File: src/rtl/onchip_mem_arb_pkg.sv
// Shared constants for the two-master on-chip RAM arbiter.
// Master ids double as the round-robin last_grant encoding.
package onchip_mem_arb_pkg;

   localparam int DEF_ADDR_W = 10;
   localparam int DEF_DATA_W = 32;

   localparam logic M0 = 1'b0;
   localparam logic M1 = 1'b1;

   // A read and a write on the same master in one cycle is treated as a write.
   function automatic logic is_read_only(input logic read, input logic write);
      return read & ~write;
   endfunction

endpackage

File: src/rtl/onchip_mem_arbiter_rr.sv
// Two-way round-robin arbiter: combinational grant, last_grant register updated only on accept.
// No grant is issued while reset is high.
module rr_arbiter_2
   import onchip_mem_arb_pkg::*;
(
   input  logic       clk,
   input  logic       reset,
   input  logic [1:0] req,
   output logic [1:0] grant
);

   logic last_grant;

   // NOTE: every variable written in always_comb gets a default first so no latch is inferred.
   always_comb begin
      grant = 2'b00;
      if (!reset) begin
         case (req)
            2'b01:   grant = 2'b01;
            2'b10:   grant = 2'b10;
            2'b11:   grant = (last_grant == M1) ? 2'b01 : 2'b10;
            default: grant = 2'b00;
         endcase
      end
   end

   // NOTE: registered state uses non-blocking assignments so every flop samples pre-edge values.
   always_ff @(posedge clk) begin
      if (reset) begin
         last_grant <= M1;
      end else if (|grant) begin
         last_grant <= grant[1] ? M1 : M0;
      end
   end

endmodule

File: src/rtl/onchip_mem_arbiter.sv
// Shares one single-port RAM (registered address, 1-cycle read latency) between two Avalon-MM masters.
// Accepted requests drive the RAM combinationally; a pending flag plus tag routes read data back.
module onchip_mem_arbiter
   import onchip_mem_arb_pkg::*;
#(
   parameter  int ADDR_W = DEF_ADDR_W,
   parameter  int DATA_W = DEF_DATA_W,
   localparam int BE_W   = DATA_W / 8
) (
   input  logic              clk,
   input  logic              reset,

   input  logic [ADDR_W-1:0] m0_address,
   input  logic [BE_W-1:0]   m0_byteenable,
   input  logic              m0_read,
   input  logic              m0_write,
   input  logic [DATA_W-1:0] m0_writedata,
   output logic              m0_waitrequest,
   output logic [DATA_W-1:0] m0_readdata,
   output logic              m0_readdatavalid,

   input  logic [ADDR_W-1:0] m1_address,
   input  logic [BE_W-1:0]   m1_byteenable,
   input  logic              m1_read,
   input  logic              m1_write,
   input  logic [DATA_W-1:0] m1_writedata,
   output logic              m1_waitrequest,
   output logic [DATA_W-1:0] m1_readdata,
   output logic              m1_readdatavalid,

   output logic [ADDR_W-1:0] mem_address,
   output logic [BE_W-1:0]   mem_byteenable,
   output logic              mem_chipselect,
   output logic              mem_write,
   output logic [DATA_W-1:0] mem_writedata,
   output logic              mem_clken,
   input  logic [DATA_W-1:0] mem_readdata
);

   logic [1:0] req;
   logic [1:0] grant;
   logic       sel;
   logic       rd_accept;
   logic       rd_pending;
   logic       rd_tag;

   assign req = {m1_read | m1_write, m0_read | m0_write};

   rr_arbiter_2 u_arb (
      .clk   (clk),
      .reset (reset),
      .req   (req),
      .grant (grant)
   );

   assign sel = grant[1] ? M1 : M0;

   // Waitrequest is forced high during reset because the arbiter grants nothing then.
   assign m0_waitrequest = reset | (req[0] & ~grant[0]);
   assign m1_waitrequest = reset | (req[1] & ~grant[1]);

   assign mem_address    = (sel == M1) ? m1_address    : m0_address;
   assign mem_byteenable = (sel == M1) ? m1_byteenable : m0_byteenable;
   assign mem_writedata  = (sel == M1) ? m1_writedata  : m0_writedata;
   assign mem_chipselect = |grant;
   assign mem_write      = (grant[0] & m0_write) | (grant[1] & m1_write);
   assign mem_clken      = 1'b1;

   assign rd_accept = (grant[0] & is_read_only(m0_read, m0_write))
                    | (grant[1] & is_read_only(m1_read, m1_write));

   always_ff @(posedge clk) begin
      if (reset) begin
         rd_pending <= 1'b0;
         rd_tag     <= M0;
      end else begin
         rd_pending <= rd_accept;
         if (rd_accept) begin
            rd_tag <= sel;
         end
      end
   end

   // Gating with reset kills the return of a read accepted just before reset asserts.
   assign m0_readdatavalid = rd_pending & ~reset & (rd_tag == M0);
   assign m1_readdatavalid = rd_pending & ~reset & (rd_tag == M1);

   assign m0_readdata = mem_readdata;
   assign m1_readdata = mem_readdata;

endmodule
File: config.mk
export PLATFORM = sky130hd
export DESIGN_NAME = onchip_mem_arbiter
export DESIGN_NICKNAME = d
export VERILOG_FILES = /design/src/rtl/onchip_mem_arb_pkg.sv /design/src/rtl/onchip_mem_arbiter_rr.sv /design/src/rtl/onchip_mem_arbiter.sv
export SDC_FILE = /design/constraint.sdc
export NUM_CORES = 1
export LEC_CHECK = 0
export BUFFER_PORTS_ARGS = -buffer_cell sky130_fd_sc_hd__buf_2
export CORE_AREA = 2 2 95 97
export CTS_CLUSTER_SIZE = 25
export DETAILED_ROUTE_END_ITERATION = 7
export DIE_AREA = 0 0 97 99
export PLACE_DENSITY = 0.59
export SYNTH_ARGS = -nofsm -noshare
export SYNTH_HDL_FRONTEND = slang
export SYNTH_SLANG_ARGS = --single-unit
File: constraint.sdc
create_clock -name clk -period 1.9 [get_ports clk]
set_clock_uncertainty 0.15 [all_clocks]
set_input_delay 0.095 -clock clk [delete_from_list [all_inputs] [get_ports clk]]
set_output_delay 0.095 -clock clk [all_outputs]
set_load 0.005 [all_outputs]
# Yosys cells after proc, flatten, opt, wreduce, memory -nomap -nowiden
# Index checks and enable logic that the tools add are counted.
# Widths: inputs -> output; s select.
# op_classes
n_eq_ne,3
mux,7
n_bitwise,23
n_reduce_logical,1
# ops
op,count
$mux 32,1
$and 1x1->1,11
$mux 10,1
$not 1->1,6
$or 1x1->1,6
$pmux 2 s3,1
$eq 2x2->1 const B,2
$mux 2,2
$mux 4,1
$eq 2x1->1 const B,1
$reduce_or 2->1,1
$mux 1,1
# word_totals
ff_bits,3
input_bits,130
output_inout_bits,117
wordCells,37

# Longest topological paths before layout
# depth
ltp_word,7
ltp_mapped,5
depth_no_buf,3

# Cells and area by module
# From an unflattened synthesis, not the netlist that was laid out.
# hier_totals
hier_cells,145
hier_area_um2,1491.4
# modules_own_cells
module,instances,cells_per_inst,area_each_um2,seq_area_each_um2
onchip_mem_arbiter,1,138,1433.9,40.0
rr_arbiter_2,1,7,57.6,20.0

# Worst setup path after synthesis
# Ideal clock, no wire load.
# synth_path
path_kind,flip-flop to output port
from,register u_arb.last_grant
to,output mem_address[3]
arrival_time_ns,1.237
t_required_ns,1.655
slack_ns,0.418
stages_incl_launch_ff,6
path_buffers,2
cell_sequence,dfxtp_1 > o21ai_2 > nor3b_2 > buf_6 > buf_12 > mux2_4
# synth_via
elab_chain_len,5
# synth_rtl
item,line,rtl
start: declaration,onchip_mem_arbiter_rr.sv:12,logic last_grant;
start signal: assignment,onchip_mem_arbiter_rr.sv:32,last_grant <= grant[1] ? M1 : M0;
$mux 2,onchip_mem_arbiter_rr.sv:21,2'b11: grant = (last_grant == M1) ? 2'b01 : 2'b10;
$pmux 2 s3,onchip_mem_arbiter_rr.sv:18,case (req)
$mux 2,onchip_mem_arbiter_rr.sv:17,if (!reset) begin
$mux 1,onchip_mem_arbiter.sv:56,assign sel = grant[1] ? M1 : M0;
$mux 10,onchip_mem_arbiter.sv:62,assign mem_address = (sel == M1) ? m1_address : m0_address;
end: declaration,onchip_mem_arbiter.sv:31,"output logic [ADDR_W-1:0] mem_address,"
# No other way between the ends.

# Worst setup path after layout
# layout_path
from,register u_arb.last_grant
to,output mem_writedata[4]
# layout_via
elab_chain_len,5
# layout_rtl
item,line,rtl
$mux 2,onchip_mem_arbiter_rr.sv:21,
$pmux 2 s3,onchip_mem_arbiter_rr.sv:18,
$mux 2,onchip_mem_arbiter_rr.sv:17,
$mux 1,onchip_mem_arbiter.sv:56,
$mux 32,onchip_mem_arbiter.sv:64,assign mem_writedata = (sel == M1) ? m1_writedata : m0_writedata;
end: declaration,onchip_mem_arbiter.sv:35,"output logic [DATA_W-1:0] mem_writedata,"
# No other way between the ends.

==> key figures <==
Power and ir drop
  • P per Cell Area: 380 nW/um^2
  • Flop pwr share: 8.3%
  • Clock Power Share: 22.0%
  • Sw frac: 29.6%
  • LEAKAGE: 0.00121 uW
  • NetSw: 255 uW
  • Peak VDD IR: 0.000560 V
  • Cell internal pwr: 607 uW
  • Combinational power share: 69.7%

Timing
  • Max-slew violations: 0
  • Final setup viols: 0
  • Hold Fails Final Rpt: 0
  • Highest clock rate: 0.528 GHz
  • Final min period: 1.90 ns
  • Hold slack: 0.0400 ns
  • Setup_tns: 0 ns
  • Unrepaired setup endpoints after global routing: true
  • Fin crit share: 99.8%

Synth
  • Synthesized net count: 275
  • Cell Area, Synth: 1470 sq um
  • Synth Warn #: 0
  • Synth cell types: 24
  • #FFs+latches synth: 3
  • Sequential area share after synthesis: 4.09%
  • Post-synthesis instance total: 145
  • Synthesized area per cell: 10.1 sq um

Cells and area
  • Ratio of cells with drive above 1 in the final layout: 90.2%
  • Fillers: 927
  • Non-filler cells, final: 353
  • FF/Latch Area: 63.8 sq um
  • Final core utilization: 26.5%
  • Ant. Diodes: 0
  • Final-stage net count: 376
  • Layout area overhead: 54.3%
  • Cell area after layout: 2270 sq um
  • Area occupied by multi-input gates: 852 sq um

Worst setup path
  • CP Class: reg -> out
  • CP Data Arrival Time: 1.65 ns
  • Crit path cell chain: o21ai_4, nor3b_4, buf_12, buf_12, mux2_4, buf_6
  • CP peak stage delay: 0.34 ns
  • Crit path launch type: flop
  • CP max FO: 8
  • CP max stage cell: dfxtp_4
  • Crit end category: primary output
  • CP dominant cell by count: buf_12
  • CP required: 1.65 ns

Routing
  • Vias: 1360
  • Total wire length: 5490 um
  • DR DRC count: 0
  • Pre-Repair DR Iteration Count: 4
  • Vias per inst: 3.85
  • Drt initial violations: 18
  • Routed len/inst: 15.6 um
  • Final ANT Viol Nets: 0

Run
  • Max-Cap Viols: 0

Clock network
  • CTS tree: built
  • Clk root buf: clkbuf_8
  • Clock latency on the worst-skew pair: 0.22 ns
  • Post-CTS Hold Buffers: 0
  • Clock sink count: 3
  • H-Tree Level Count: 1
  • CTS Buffer Depth: 2
  • Clock transition at path regs: 0.03 ns
  • Cts bufs inserted: 3

Floorplan
  • Full die area: 9600 sq um
  • Die width: 97 um
  • Row cnt: 34
  • Die Ht: 99 um
  • Initial Util: 17.2%
  • Total core area: 8550 sq um
  • I/O pin count: 247

Placement
  • Placement Cell Area: 1870 sq um
  • Placed cells: 339
  • Port bufs: 149
  • GP Congestion: 0.937
  • Hpwl dp: 4340 um

Run status
  • Status: complete, no violations

Global route
  • First-pass GRT wire length: 8110 um
  • Total gr overflow: 0
  • Tot GR Track Use: 10.6%
  • Initial antenna violation count: 0
  • Largest net degree at the start of global routing: 11
  • Vias in the first global route: 1448

Hold path
  • Worst min-delay path category: in -> out
-- what timing repair did --
action | in CTS | in global routing
gates cloned | 2 | 0
setup buffers | 7 | 2
setup endpoints to repair | 38 | 39
resized for setup | 33 | 18
-- layout by cell type (no fill, tap or decap) --
cell / instances
clkbuf_1: 1
mux2_2: 1
dfxtp_4: 1
inv_1: 1
buf_12: 2
a21oi_1: 4
buf_4: 6
nand3_1: 1
conb_1: 1
mux2_4: 45
a211oi_1: 1
nor3b_4: 1
dfxtp_1: 2
nor2_1: 1
o21ai_0: 1
nor3b_1: 2
nor3_1: 1
buf_16: 2
o21ai_4: 1
a31oi_1: 1
nor2_4: 1
and3b_1: 1
buf_2: 120
or2_2: 1
buf_8: 3
clkbuf_8: 3
o21bai_1: 2
nand2_1: 3
buf_6: 34
nor2b_1: 1
-- synthesized netlist by cell type (all sizes together) --
cell type	number	area, sq um
a211oi	1	7.51
a21oi	4	20.0
a31oi	1	6.26
and3b	1	8.76
buf	71	587
conb	1	3.75
dfxtp	3	60.1
inv	1	3.75
mux2	46	668
nand2	3	11.3
nand3	1	5.00
nor2	2	15.0
nor2b	1	6.26
nor3	1	5.00
nor3b	3	27.5
o21ai	2	13.8
o21bai	2	15.0
or2	1	6.26
-- logic make-up after synthesis --
family / synth area share [%]
AO/OA/AOI/OAI: 4.26
buffers and inverters: 40.2
flip-flops: 4.09
multiplexers: 45.4
other: 0.255
AND/OR/NAND/NOR: 5.79
-- critical path, delay by kind of cell (launching register included) --
family	cells	cell delay, ns
compound gates	1	0.05
mux	1	0.31
simple gates	1	0.26
buf+inv	3	0.45
flops	1	0.34
-- metrics by stage --
| stage | power, uW | setup WS, ns |
|---|---|---|
| after floorplan | 425 | 0.418 |
| after global placement | 539 | 0.145 |
| after detailed placement | 539 | 0.122 |
| after CTS | 832 | -0.0384 |
| after global routing | 908 | -0.0303 |
| final | 862 | 0.00457 |
-- per-layer routing --
| layer | wire, um | share of wire (%) | global-route usage [%] |
|---|---|---|---|
| met3 | 598 | 11 | 3.83 |
| met2 | 2530 | 46 | 17.1 |
| met4 | 6 | 0.11 | 1.19 |
| met5 | 0 | 0 | 0 |
| met1 | 2360 | 43 | 14.0 |
-- state kept, by name, indices dropped and copies added (netlist names) --
signal and cells:
rd_pending 1, rd_tag 1, u_arb.last_grant 1
-- layout make-up --
class / count / share of cell area (%)
clock buffers: 4 / 1.99
inverters: 1 / 0.165
multi-input cells: 70 / 37.6
flip-flops and latches: 3 / 2.81
well taps: 108 / 5.96
repair buffers: 167 / 51.5
-- power groups by stage --
stage               Clock, uW  Combinational [uW]  Sequential, uW
finish                    189                 601            71.5
floorplan                   0                 352            72.2
global route              198                 638            71.8
detailed placement          0                 465            73.3
global placement            0                 466            72.9
CTS                       193                 568            71.4
-- path summary, 6_finish.rpt --
path	start	endpoint	slack, ns	cells past startpoint
max reg2reg	u_arb.last_grant	rd_tag	0.53	4
max	u_arb.last_grant	mem_writedata[4]	0.005	6
min reg2reg	rd_tag	rd_tag	0.42	2
min	mem_readdata[0]	m0_readdata[0]	0.04	0
(Power assumes the default switching activity.)
